--- config.mk ---
export PLATFORM = sky130hd
export DESIGN_NAME = maxpool2x2_stream
export DESIGN_NICKNAME = d
export VERILOG_FILES = /design/src/rtl/maxpool2x2_stream.sv
export SDC_FILE = /design/constraint.sdc
export NUM_CORES = 1
export LEC_CHECK = 0
export BUFFER_PORTS_ARGS = -buffer_cell sky130_fd_sc_hd__buf_2
export CAP_MARGIN = 5
export CORE_MARGIN = 2
export CORE_UTILIZATION = 45
export DETAILED_ROUTE_END_ITERATION = 10
export PLACE_DENSITY_LB_ADDON = 0.3
export SLEW_MARGIN = 0
export SYNTH_ARGS = -nofsm -noshare
export SYNTH_HDL_FRONTEND = slang
export SYNTH_SLANG_ARGS = --single-unit
--- constraint.sdc ---
create_clock -name clk -period 14.8 [get_ports clk]
set_clock_uncertainty 0.15 [all_clocks]
set_input_delay 2.96 -clock clk [delete_from_list [all_inputs] [get_ports clk]]
set_output_delay 2.96 -clock clk [all_outputs]
set_load 0.01 [all_outputs]
--- src/rtl/maxpool2x2_stream.sv ---
// maxpool2x2_stream: streaming 2x2 / stride-2 max-pool over a raster-order
// activation stream. Horizontal pairs are reduced into a hold register,
// even-row pair maxima are parked in a half-width line buffer, and the odd
// row completes each window with a single registered output beat.
//
// Handshake: a pixel is consumed on every rising clk edge where in_valid=1
// (there is no ready; the source may insert idle cycles anywhere). A result
// is presented for exactly one cycle with out_valid=1 and there is no
// back-pressure, so the sink must take it in that cycle. out_data holds its
// last value while out_valid=0.
module maxpool2x2_stream #(
  parameter int DATA_W = 13,
  parameter int IMG_W  = 28,
  parameter int IMG_H  = 28
) (
  input  logic              clk,
  input  logic              reset,
  input  logic              clear,
  input  logic              in_valid,
  input  logic [DATA_W-1:0] in_data,
  output logic              out_valid,
  output logic [DATA_W-1:0] out_data,
  output logic              frame_done
);

  localparam int COL_W = (IMG_W > 2) ? $clog2(IMG_W) : 1;
  localparam int ROW_W = (IMG_H > 2) ? $clog2(IMG_H) : 1;
  localparam int IDX_W = (IMG_W > 2) ? $clog2(IMG_W / 2) : 1;

  localparam logic [COL_W-1:0] COL_LAST = COL_W'(IMG_W - 1);
  localparam logic [ROW_W-1:0] ROW_LAST = ROW_W'(IMG_H - 1);

  logic [COL_W-1:0]  col;
  logic [ROW_W-1:0]  row;
  logic [DATA_W-1:0] h;
  logic [DATA_W-1:0] line_buf [IMG_W/2];

  logic              col_last;
  logic              row_last;
  logic [IDX_W-1:0]  idx;
  logic [DATA_W-1:0] hmax;
  logic [DATA_W-1:0] lb_rd;
  logic [DATA_W-1:0] win_max;
  logic              take;

  assign take     = in_valid && !clear;
  assign col_last = (col == COL_LAST);
  assign row_last = (row == ROW_LAST);
  assign idx      = IDX_W'(col >> 1);
  assign lb_rd    = line_buf[idx];

  // Signed pairwise reductions: horizontal pair, then vertical against the
  // even-row partial stored for this column pair. Ties pick either operand.
  always_comb begin
    hmax    = ($signed(in_data) > $signed(h))  ? in_data : h;
    win_max = ($signed(lb_rd)   > $signed(hmax)) ? lb_rd : hmax;
  end

  // Raster position counters; clear restarts the frame and drops the
  // pixel presented in the same cycle.
  always_ff @(posedge clk or posedge reset) begin
    if (reset) begin
      col <= '0;
      row <= '0;
    end else if (clear) begin
      col <= '0;
      row <= '0;
    end else if (in_valid) begin
      if (col_last) begin
        col <= '0;
        row <= row_last ? '0 : row + 1'b1;
      end else begin
        col <= col + 1'b1;
      end
    end
  end

  // Hold register captures the left pixel of every horizontal pair.
  always_ff @(posedge clk or posedge reset) begin
    if (reset) begin
      h <= '0;
    end else if (clear) begin
      h <= '0;
    end else if (in_valid && !col[0]) begin
      h <= in_data;
    end
  end

  // Line buffer: even-row pair maxima, read back on the odd row of the
  // same row pair. Contents need no reset since every entry is written
  // before it is read.
  always_ff @(posedge clk) begin
    if (take && col[0] && !row[0]) begin
      line_buf[idx] <= hmax;
    end
  end

  // Registered output beat on each window's bottom-right pixel.
  always_ff @(posedge clk or posedge reset) begin
    if (reset) begin
      out_valid  <= 1'b0;
      out_data   <= '0;
      frame_done <= 1'b0;
    end else if (clear) begin
      out_valid  <= 1'b0;
      out_data   <= '0;
      frame_done <= 1'b0;
    end else begin
      out_valid  <= 1'b0;
      frame_done <= 1'b0;
      if (in_valid && col[0] && row[0]) begin
        out_valid  <= 1'b1;
        out_data   <= win_max;
        frame_done <= col_last && row_last;
      end
    end
  end

endmodule

==> results.md <==
- Post-Syn Area per Cell: 16.0 µm²
- Die outline height: 151 µm
- Share of synthesized area occupied by flip-flops and latches: 0.660
- Final antenna-violating net count: 0
- Yosys top cell by area: edfxtp_1
- Hold WS: 364 ps
- Hold WC Path Type: flop to flop
- Total wire length after detailed routing: 20,500 µm
- Post-route total power: 1390 µW
- Critical Path RT: 14,990 ps
- Final #Nets: just under 700
- Maximum number of buffers from clock root to sink: 3
- Critical path capture point type: flop
- DR pass1 iterations: 5
- X dimension of the die: 151 µm
- Count of mapped cells out of synthesis: 608
- CTS clk-pin slew, worst paths: 60 ps
- Worst slew slack as a fraction of its limit: 0.240
- Wire length of the first global-routing pass: 32,100 µm
- Crit-path max FO: 15
- Share of post-route cells with drive strength above 1: 0.261
- Number of buffers added by the clock tree synthesis step: 22
- Post-synthesis register bit count: 220
- CTS-repair resized insts: 0
- Pwr dens: 127 nW/µm²
- Most frequent cell after synthesis: edfxtp_1
- Summed negative setup slack over all endpoints: 0 ps
- Share of synthesized flip-flops with an asynchronous set or reset: 0.173
- Remaining DRCs: 0
- Post-synth cell types: 56
- Setup Crit Path Kind: input pin to flop
- Number of global-route vias before repair: 5,494
- Critical path, cell by cell: buf_2 -> ha_1 -> and3_4 -> o21ai_2 -> a311oi_2 -> o311ai_4 -> mux2i_1 -> ha_1 -> nand4_1 -> and2b_2 -> mux2i_4 -> nor4_4 -> nand4_1 -> inv_1 -> o31a_1 -> o221ai_2
- Slowest stage delay, CP: 880 ps
- Total inserted antenna cells: 0
- Worst IR Drop VDD: 0.0000665 V
- Number of enable flip-flop cells after synthesis: roughly 180
- Sinks on the clock net: 220
- Arrival time of data at the critical path endpoint: 7420 ps
- Share of the synthesized area in the top cell type: 0.563
- Biggest area contributors in the synthesized netlist: edfxtp_1 (56%), mux4_2 (10%), dfrtp_1 (9.8%)
- Antenna violations before repair: 0
- Category of the worst setup path launch point: input pin
- Die Footprint: 22,800 µm²
- Tcrit/Tclk final: 0.488
- RePlAce Congestion: 0.804
- Synth warn: 0
- Reg2Reg Setup Slack: just under 10,000 ps
- Net count after synthesis: 647
- Total global routing track utilization: 0.189
- Largest net degree at the start of global routing: 48
- Number of buffers inserted by post-CTS setup repair: 0
- Maximum clock rate: 0.138 GHz
- # hold bufs at CTS: 0
- Site Rows: 53
- CTS Root Buffer Type: clkbuf_16
- Library cell contributing the largest single delay on the critical path: o311ai_4
- Remaining global-route overflow: 0
- Area growth from synthesis to layout: 12.7%
- Routed via count: 5,255
- Clock period minus final worst setup slack: 7230 ps
- Final hold viol count: 0
- Commonest register cell after synthesis: edfxtp_1
- Final setup vio count: 0
- Clk_lat worst skew: about 500 ps
- Clock tree from TritonCTS: built
- Number of design-rule violations left by the first detailed-router iteration: around 340
- Buffers & Inverters on Critical Path: 2
- DPL Wire Length: 13,200 µm
- Post-detailed-route via-to-cell ratio: 5.63
- Final Max Slew Viols: 0
- Reported leakage power: 0.00387 µW
- Max-cap violations: 0
- CTS H-tree lvls: 1
- Kind of cell adding the most delay to the critical path: compound AO/OA/AOI/OAI gates
- Worst slew pin tran: between 1000 and 1500 ps
- Outcome: complete, no violations
- Final routed wire length divided by cell count: 21.9 µm
- Port buffer count: 31
- Number of primary I/O pins: 32
- Setup repair after global routing missed its margin: no
- Starting density of the core: 0.461
- Top cell types by occurrence after synthesis: edfxtp_1 (182), nand2_1 (63), mux4_2 (44)
- Core area: 21,100 µm²
- Combined area of all synthesized cells: 9710 µm²
[sequential cells by signal (all words and copies together), names as in the netlist]
register,count
col,5
frame_done,1
h,13
line_buf,182
out_data,13
out_valid,1
row,5
[worst paths after layout]
path | start | to | cells past startpoint
setup reg to reg | col[1] | out_data[2] | 12
max in group asynchronous | reset | col[1] | 3
hold reg to reg | out_data[0] | out_data[0] | 2
hold / removal | out_data[0] | out_data[0] | 2
min in group asynchronous | reset | h[8] | 3
setup / recovery | in_data[4] | out_data[2] | 16
[layout by cell type, fill, tap and decap left out, types with 10 or more instances in the layout]
cell	netlist	layout
nand2_1	63	63
buf_2	3	31
clkbuf_16	0	23
nor2_1	33	23
o221ai_2	13	13
dfrtp_1	38	36
mux4_2	44	44
a21oi_1	31	31
inv_1	34	34
mux2i_1	25	25
nor2_2	0	10
edfxtp_1	182	182
buf_4	0	10
ha_1	22	22
[cell type report]
cell class	instances	area, µm²
Sequential cell	220	6420
Fill cell	1738	10100
Multi-Input combinational cell	323	3050
Tap cell	275	344
Clock buffer	24	579
Clock inverter	15	194
Timing Repair Buffer	41	230
Inverter	36	135
[cells by family (layout without fill, tap and decap cells)]
| logic type | count (synthesis) | in the layout | share of synthesized area |
|---|---|---|---|
| DFF | 220 | 220 | 0.660 |
| and+or+nand+nor | 136 | 136 | 0.0653 |
| muxes | 78 | 78 | 0.141 |
| AOI/OAI and AO/OA | 76 | 76 | 0.0639 |
| buffers and inverters | 65 | 116 | 0.0305 |
| adders and majority gates | 24 | 24 | 0.0304 |
| xor gates and xnor gates | 9 | 9 | 0.00889 |
[per-layer routing]
metal,global-route usage,up-vias,share of wire
li1,-,2392,-
met1,0.268,2666,0.43
met2,0.303,166,0.47
met3,0.0373,31,0.079
met4,0.0505,0,0.020
met5,0,-,0
[where the power goes]
part           total (µW)  internal (µW)  switching [µW]
Clock                 589            368             222
Sequential            694            688            6.64
Combinational         106           39.2            66.6
Total                1390           1090             295
[worst register-to-register path, delay by kind of cell (launching register included)]
kind            cells  cell delay (ps)
buf+inv             2              730
simple gates        4              890
mux                 3             1280
compound gates      2              900
flops               1              690
fa+ha+maj           1              330
[stage by stage]
step                      utilization  instance area (µm²)  worst slack [ps]  cells
after detailed placement        0.483                10200              7050    895
after global routing            0.519                11000              7180    934
after floorplan                     -                 9710              8100    608
after CTS                       0.519                11000              7570    934
final                           0.519                11000              7570    934
after global placement          0.483                10200              7150    895
Power figures use the tool's default switching activity.
